--- src/rtl/uart_frame_pkg.sv ---
// Shared types and helpers for the UART frame generator (and a future receiver).
package uart_frame_pkg;

  typedef enum logic [2:0] {
    ST_IDLE,
    ST_START,
    ST_DATA,
    ST_PAR,
    ST_STOP,
    ST_GAP
  } state_t;

  localparam int PAR_NONE = 0;
  localparam int PAR_EVEN = 1;
  localparam int PAR_ODD  = 2;

  // Fibonacci taps 16,14,13,11 expressed as bit positions 15,13,12,10
  localparam logic [15:0] LFSR_TAPS = 16'hB400;

  function automatic int frame_bits(input int dw, input int par, input int stop, input int gap);
    return 1 + dw + ((par != PAR_NONE) ? 1 : 0) + stop + gap;
  endfunction

  function automatic logic [15:0] lfsr_step(input logic [15:0] s);
    return {s[14:0], ^(s & LFSR_TAPS)};
  endfunction

endpackage

--- src/rtl/uart_baud_tick.sv ---
// Bit-time down-counter: holds at DIV-1 while restarted, then ticks once every DIV cycles.
module uart_baud_tick #(
  parameter int DIV = 434
) (
  input  logic i_clk,
  input  logic i_rst_n,
  input  logic i_restart,
  output logic o_tick
);

  localparam logic [15:0] LOAD = 16'(DIV - 1);

  logic [15:0] r_cnt;

  always_ff @(posedge i_clk or negedge i_rst_n) begin
    if (!i_rst_n)                         r_cnt <= LOAD;
    else if (i_restart || r_cnt == 16'd0) r_cnt <= LOAD;
    else                                  r_cnt <= r_cnt - 16'd1;
  end

  assign o_tick = (r_cnt == 16'd0) & ~i_restart;

endmodule

--- src/rtl/uart_frame_gen.sv ---
// Framed async-serial stimulus source: start, data LSB first, optional parity, stop, gap.
// Optional stop-bit error injection under `UART_FRAME_GEN_ERR_INJ_EN.
module uart_frame_gen
  import uart_frame_pkg::*;
#(
  parameter int          CLK_DIV   = 434,
  parameter int          DATA_W    = 8,
  parameter int          PARITY    = 0,
  parameter int          STOP_BITS = 1,
  parameter int          GAP_BITS  = 1,
  parameter logic [15:0] LFSR_SEED = 16'hACE1
) (
  input  logic              CLK_50MHZ,
  input  logic              RST_N,
  input  logic              EN,
  input  logic              MODE,
  input  logic [DATA_W-1:0] DATA_IN,
  input  logic              DATA_VALID,
`ifdef UART_FRAME_GEN_ERR_INJ_EN
  input  logic              INJ_ERR,
`endif
  output logic              DATA_READY,
  output logic              TXD,
  output logic              BUSY,
  output logic              FRAME_DONE,
  output logic [15:0]       FRAME_CNT
);

  state_t            r_state, w_state_nxt;
  logic [3:0]        r_bcnt, w_bcnt_nxt;
  logic [DATA_W-1:0] r_data, w_data_sh;
  logic [15:0]       r_lfsr;
  logic [15:0]       r_frame_cnt;
  logic              r_txd, w_txd_nxt;
  logic              w_tick, w_load, w_par, w_last_stop, w_done, w_inj;

  uart_baud_tick #(.DIV(CLK_DIV)) u_baud (
    .i_clk     (CLK_50MHZ),
    .i_rst_n   (RST_N),
    .i_restart (r_state == ST_IDLE),
    .o_tick    (w_tick)
  );

  // Payload and mode are only looked at here, so mid-frame changes cannot leak in.
  assign w_load      = (r_state == ST_IDLE) & EN & (MODE | DATA_VALID);
  assign w_par       = (^r_data) ^ (PARITY == PAR_ODD);
  assign w_last_stop = (r_bcnt == 4'(STOP_BITS - 1));
  assign w_data_sh   = r_data >> w_bcnt_nxt;

`ifdef UART_FRAME_GEN_ERR_INJ_EN
  logic r_inj;
  always_ff @(posedge CLK_50MHZ or negedge RST_N) begin
    if (!RST_N)      r_inj <= 1'b0;
    else if (w_load) r_inj <= INJ_ERR;
  end
  assign w_inj = r_inj;
`else
  assign w_inj = 1'b0;
`endif

  always_ff @(posedge CLK_50MHZ or negedge RST_N) begin
    if (!RST_N) begin
      r_state     <= ST_IDLE;
      r_bcnt      <= 4'd0;
      r_data      <= '0;
      r_lfsr      <= LFSR_SEED;
      r_txd       <= 1'b1;
      r_frame_cnt <= 16'd0;
    end else begin
      r_state <= w_state_nxt;
      r_bcnt  <= w_bcnt_nxt;
      r_txd   <= w_txd_nxt;
      if (w_load)        r_data      <= MODE ? r_lfsr[DATA_W-1:0] : DATA_IN;
      if (w_load & MODE) r_lfsr      <= lfsr_step(r_lfsr);
      if (w_done)        r_frame_cnt <= r_frame_cnt + 16'd1;
    end
  end

  // r_bcnt indexes data bits, stop bits and gap bits in turn.
  always_comb begin
    w_state_nxt = r_state;
    w_bcnt_nxt  = r_bcnt;
    case (r_state)
      ST_IDLE:  if (w_load) begin
                  w_state_nxt = ST_START;
                  w_bcnt_nxt  = 4'd0;
                end
      ST_START: if (w_tick) begin
                  w_state_nxt = ST_DATA;
                  w_bcnt_nxt  = 4'd0;
                end
      ST_DATA:  if (w_tick) begin
                  if (r_bcnt == 4'(DATA_W - 1)) begin
                    w_state_nxt = (PARITY != PAR_NONE) ? ST_PAR : ST_STOP;
                    w_bcnt_nxt  = 4'd0;
                  end else begin
                    w_bcnt_nxt  = r_bcnt + 4'd1;
                  end
                end
      ST_PAR:   if (w_tick) begin
                  w_state_nxt = ST_STOP;
                  w_bcnt_nxt  = 4'd0;
                end
      ST_STOP:  if (w_tick) begin
                  if (w_last_stop) begin
                    w_state_nxt = (GAP_BITS != 0) ? ST_GAP : ST_IDLE;
                    w_bcnt_nxt  = 4'd0;
                  end else begin
                    w_bcnt_nxt  = r_bcnt + 4'd1;
                  end
                end
      ST_GAP:   if (w_tick) begin
                  if (r_bcnt == 4'(GAP_BITS - 1)) begin
                    w_state_nxt = ST_IDLE;
                    w_bcnt_nxt  = 4'd0;
                  end else begin
                    w_bcnt_nxt  = r_bcnt + 4'd1;
                  end
                end
      default: begin
        w_state_nxt = ST_IDLE;
        w_bcnt_nxt  = 4'd0;
      end
    endcase
  end

  // Line level is computed from the next state so TXD can be a plain flop.
  always_comb begin
    DATA_READY = RST_N & (r_state == ST_IDLE) & EN & ~MODE;
    BUSY       = (r_state != ST_IDLE);
    w_done     = (r_state == ST_STOP) & w_tick & w_last_stop;
    case (w_state_nxt)
      ST_START: w_txd_nxt = 1'b0;
      ST_DATA:  w_txd_nxt = w_data_sh[0];
      ST_PAR:   w_txd_nxt = w_par;
      ST_STOP:  w_txd_nxt = ~(w_inj & (w_bcnt_nxt == 4'd0));
      default:  w_txd_nxt = 1'b1;
    endcase
  end

  assign TXD        = r_txd;
  assign FRAME_DONE = w_done;
  assign FRAME_CNT  = r_frame_cnt;

endmodule

--- config.mk ---
export PLATFORM = sky130hd
export DESIGN_NAME = uart_frame_gen
export DESIGN_NICKNAME = d
export VERILOG_FILES = /design/src/rtl/uart_frame_pkg.sv /design/src/rtl/uart_baud_tick.sv /design/src/rtl/uart_frame_gen.sv
export SDC_FILE = /design/constraint.sdc
export NUM_CORES = 1
export LEC_CHECK = 0
export CORE_MARGIN = 1.5
export CORE_UTILIZATION = 60
export CTS_BUF_LIST = sky130_fd_sc_hd__clkbuf_8
export DETAILED_ROUTE_END_ITERATION = 16
export PLACE_DENSITY = 0.83
export SYNTH_ARGS = -nofsm -noshare
export SYNTH_HDL_FRONTEND = slang
export SYNTH_SLANG_ARGS = --single-unit
export TNS_END_PERCENT = 5
--- constraint.sdc ---
create_clock -name CLK_50MHZ -period 4.4 [get_ports CLK_50MHZ]
set_input_delay 1.1 -clock CLK_50MHZ [delete_from_list [all_inputs] [get_ports CLK_50MHZ]]
set_output_delay 1.1 -clock CLK_50MHZ [all_outputs]
set_load 0.05 [all_outputs]
# Yosys cells after proc, flatten, opt, wreduce, memory -nomap -nowiden
# Cells that the tools add are included.
dict set report word_totals {
  ff_bits 64
  in_bits 13
}
dict set report op_classes {
  add_sub_neg 3
  eq_ne 9
  n_shift 1
  n_mux 20
  n_bitwise 12
  reduce_logical 9
}
# op count
set op_table {}
lappend op_table {{$mux 3} 9}
lappend op_table {{$mux 4} 6}
lappend op_table {{$pmux 3 s6} 1}
lappend op_table {{$add 16x1->16 const B} 1}
lappend op_table {{$logic_not 16->1} 1}
lappend op_table {{$mux 16} 1}
lappend op_table {{$pmux 4 s4} 1}
lappend op_table {{$reduce_xor 16->1} 1}
lappend op_table {{$sub 16x1->16 const B} 1}
lappend op_table {{$eq 3x2->1 const B} 4}
lappend op_table {{$and 1x1->1} 9}
lappend op_table {{$mux 8} 1}
lappend op_table {{$reduce_xor 8->1} 1}
lappend op_table {{$shr 8x4->1} 1}
lappend op_table {{$eq 3x1->1 const B} 2}
lappend op_table {{$eq 3x3->1 const B} 2}
lappend op_table {{$add 4x1->4 const B} 1}
lappend op_table {{$eq 4x3->1 const B} 1}
lappend op_table {{$logic_not 4->1} 1}
lappend op_table {{$reduce_or 2->1} 2}
lappend op_table {{$logic_not 3->1} 1}
lappend op_table {{$pmux 1 s3} 1}
lappend op_table {{$reduce_bool 3->1} 1}
lappend op_table {{$not 1->1} 2}
lappend op_table {{other kinds (2)} 2}

# Depth between registers and ports, before layout
dict set report depth {
  word_depth 7
  mapped_depth 10
  ltp_nobuf 10
}

# Modules after synthesis
# From an unflattened synthesis, not the netlist that was laid out.
dict set report hier_totals {
  cells_unflattened 293
  area_unflattened_um2 3280.6
}
# mod instances cells_each area_per_inst_um2 seq_area_each_um2
set by_module_without_submodules {}
lappend by_module_without_submodules {uart_frame_gen 1 213 2464.9 1212.4}
lappend by_module_without_submodules {uart_baud_tick 1 80 815.8 406.6}

# Least setup slack after synthesis
# Ideal clock, no wire load.
dict set report synth_path {
  kind {input to output}
  startpoint {input port EN}
  endpoint {output port DATA_READY}
  arrival_time_ns 2.855
  slack_ns 0.445
  cell_stages 3
  n_path_buf 1
  path_cell_list {or4b_1 > buf_6 > nor3b_1}
}
dict set report synth_via {
  elab_chain_len 2
}
# element line
set synth_lines {}
lappend synth_lines {{start: declaration} uart_frame_gen.sv:15} ;# input logic EN,
lappend synth_lines {{$and 1x1->1 (2 in series)} uart_frame_gen.sv:129} ;# DATA_READY = RST_N & (r_state == ST_IDLE) & EN & ~MODE;
lappend synth_lines {{end: declaration} uart_frame_gen.sv:22} ;# output logic DATA_READY,
# No other way between the ends.

# Worst setup path after layout
dict set report layout_path {
  startpoint {register u_baud.r_cnt[1]}
  endpoint {output port FRAME_DONE}
}
dict set report layout_via {
  elab_chain_len 4
}
# element line
set layout_lines {}
lappend layout_lines {{start: declaration} uart_baud_tick.sv:13} ;# logic [15:0] r_cnt;
lappend layout_lines {{start signal: assignment} uart_baud_tick.sv:18} ;# else r_cnt <= r_cnt - 16'd1;
lappend layout_lines {{$logic_not 16->1} uart_baud_tick.sv:21} ;# assign o_tick = (r_cnt == 16'd0) & ~i_restart;
lappend layout_lines {{$and 1x1->1} uart_baud_tick.sv:21}
lappend layout_lines {{$and 1x1->1 (2 in series)} uart_frame_gen.sv:131} ;# w_done = (r_state == ST_STOP) & w_tick & w_last_stop;
lappend layout_lines {{end: declaration} uart_frame_gen.sv:25} ;# output logic FRAME_DONE,
# No other way between the ends.

==> flow_summary.toml <==
[floorplanning]
dieArea_mm2 = 0.00596
io_pins = 33
start_util_pct = 63.5
fp.dieW_um = 77.2
die_h_um = 77.2
fp-row-count = 26
coreArea_mm2 = 0.00520

[worst_setup_path]
slowest_delay_ps = 850
cp-start-kind = "flip-flop"
end_kind = "output pin"
r2r_setup_slack_ps = 1770
crit_buf_inv = 2
cp.required_ps = 3300
worst_ep_arrival_time_ps = 2800
path_class = "reg -> out"
cp_slowest_cell = "clkdlybuf4s50_1"
crit_chain = "inv_1 > ha_1 > nor4b_2 > nand4_4 > nor3_1 > clkdlybuf4s50_1"
critPathTopFamily = "buffers and inverters"
worstPathMaxFanout = 9

[synth]
synth_common_cells = "nand2_1, dfrtp_1, xnor2_1, nor2_1, dfstp_2"
synthDistinctLibCells = 57
yosysMostFrequentCell = "nand2_1"
synth_async_sr_flop_share_pct = 100
yosysTopAreaCell = "dfrtp_1"
synth_flop_cell = "dfrtp_1"
synthCells = 339
ys_seq_elements = 64
netlist.area_leader.share_pct = 37.9
syn_area_mm2 = 0.00330
synth_area_per_cell_um2 = 9.74
yosysSeqAreaShare_pct = 49.0
synth_edf_count = 0
yosys_warnings = 0
yosys-top-cells-area = "dfrtp_1, dfstp_2, nand2_1"
synthesis.nets = 356

[clocking]
insertion_delay_ps = 340
htreeDepth = 3
cts.sinks = 64
clock_path_buffers = 2
cts_inserted_buffers = 9
cts-root-buf = "clkbuf_8"
cts_setup_buffers = 0
cts_hold_repair.buffers = 0
cts_tree = "built"
ctsResizeCount = 0
path_clk_slew_ps = 80

[timing]
fin_ws_ps = 501
worst_pin_slew_ps = 773
fin_crit_ps = 3900
skew_ps = 9.76
max_freq_mhz = 256
hold_ws_ps = 462
max-slew-margin-rel_pct = 48.5
setup_viol = 0
tns_ps = 0
drv_slew = 0
rsz0062_at_grt = "false"
hold_viol = 0
fin_crit_sh_pct = 88.6

[placement]
portBuffers = 32
routabilityCongestion = 0.877
placed_area_mm2 = 0.00368
dp_hpwl_mm = 4.48
dp.cells = 434
dp_worst_setup_slack_ps = 574

[route]
routedWlPerCell_um = 14.1
drc_errors = 0
vias = 2586
first_pass_iters = 4
drt-total-wl_mm = 6.36
drt-initial-drc-count = 122
drtAntennaViolNets = 0
viasPerCell = 5.75

[global_routing]
gr-total-overflow = 0
antenna_found_initial = 0
grt_max_degree = 65
grtUsageTotal_pct = 23.7
grt_pass1_vias = 2512
grt_pass1_wl_mm = 11.1

[pwr]
combPwrFrac_pct = 2.4
power-per-cell-area_mw_per_mm2 = 291
leakage_nw = 1.77
finalPower_mw = 1.13
seqPwrFrac_pct = 52.2
switching_power_mw = 0.261
pwr-share-clk_pct = 45.4
sw_frac_of_total_pct = 23.2
intPower_mw = 0.866
ir_worst_vdd_mv = 0.316

[final_layout]
final_nets = 392
stdcell_area_mm2 = 0.00388
seq_area_mm2 = 0.00162
stdcell_count = 450
drive_above_1_share_pct = 12.6
diodes = 0
multi_input_area_mm2 = 0.00159
area_growth_syn_to_layout_pct = 17.5
fillCellCount = 363
fin_util_pct = 74.5

[job]
maxCapViolations = 0

[status]
status = "finished clean"

[worst_hold_path]
hp-class = "reg -> reg"
-- state kept, by name, summed over array words and instances, names as in the netlist --
register / flops
r_state: 3
TXD: 1
r_lfsr: 16
r_data: 8
u_baud.r_cnt: 16
r_bcnt: 4
FRAME_CNT: 16
-- path summary, 6_finish.rpt --
| kind | from | to | cells past startpoint |
|---|---|---|---|
| worst min register to register | r_lfsr[11] | r_lfsr[11] | 2 |
| worst max register to register | u_baud.r_cnt[1] | TXD | 9 |
| worst min-delay path | r_lfsr[11] | r_lfsr[11] | 2 |
| worst max-delay path | u_baud.r_cnt[1] | FRAME_DONE | 6 |
| max in group asynchronous | RST_N | r_data[3] | 2 |
| min in group asynchronous | RST_N | u_baud.r_cnt[11] | 2 |
-- power groups by stage --
| stage | Combinational [mW] | Sequential [mW] | Clock, mW |
|---|---|---|---|
| floorplan | 0.00276 | 0.600 | 0 |
| global placement | 0.0276 | 0.599 | 0 |
| detailed placement | 0.0282 | 0.599 | 0 |
| CTS | 0.0280 | 0.588 | 0.523 |
| global route | 0.0308 | 0.588 | 0.550 |
| finish | 0.0272 | 0.589 | 0.511 |
-- cells by family (layout without fill, tap and decap cells) --
family,count (synthesis),after routing,share of synthesized area (%)
AND/OR/NAND/NOR,165,165,25.9
flip-flops,64,64,49.0
AO/OA/AOI/OAI,45,45,9.55
XOR/XNOR,36,36,9.55
buffers and inverters,20,61,2.95
multiplexers,5,5,1.55
adder cells (fa/ha/maj),4,4,1.52
-- tightest hold or removal path, cell delays in order (launching register included) --
cell,delay (ps)
dfstp_2,370
nand2_1,50
nand2_1,50
-- layout make-up --
| class | count | share of cell area (%) |
|---|---|---|
| Sequential cell | 64 | 41.7 |
| Multi-Input combinational cell | 255 | 40.9 |
| Timing Repair Buffer | 35 | 8.96 |
| Clock buffer | 9 | 3.19 |
| Tap cell | 70 | 2.26 |
| Clock inverter | 7 | 2.00 |
| Inverter | 10 | 0.967 |
-- cell usage in the layout (no fill, tap or decap), drive strengths merged, types with 2 or more instances in the layout --
cell,netlist,routed
o211ai,8,8
nor4b,2,2
o21ai,8,8
clkdlybuf4s50,0,30
nor3b,2,2
nand2b,2,2
or3,3,3
and3,7,7
nand3,7,7
nand2,72,72
and2,2,2
a21oi,4,4
clkbuf,7,9
ha,4,4
nand3b,2,2
dfstp,14,14
mux2i,4,4
xor2,9,9
inv,10,13
buf,3,5
o31ai,4,4
or4,3,3
nor4,6,6
clkinv,0,2
nand4,6,6
nor2,26,26
and4,2,2
dfrtp,50,50
nor2b,9,9
nor3,9,9
xnor2,27,27
a31oi,8,8
-- metal layers --
metal | part of all wire, % | GRT usage, %
met4 | 1.8 | 11.3
met2 | 49 | 39.9
met1 | 46 | 29.6
met3 | 3.3 | 3.93
met5 | 0 | 0
Note: power is estimated with default switching activity, not from simulation.
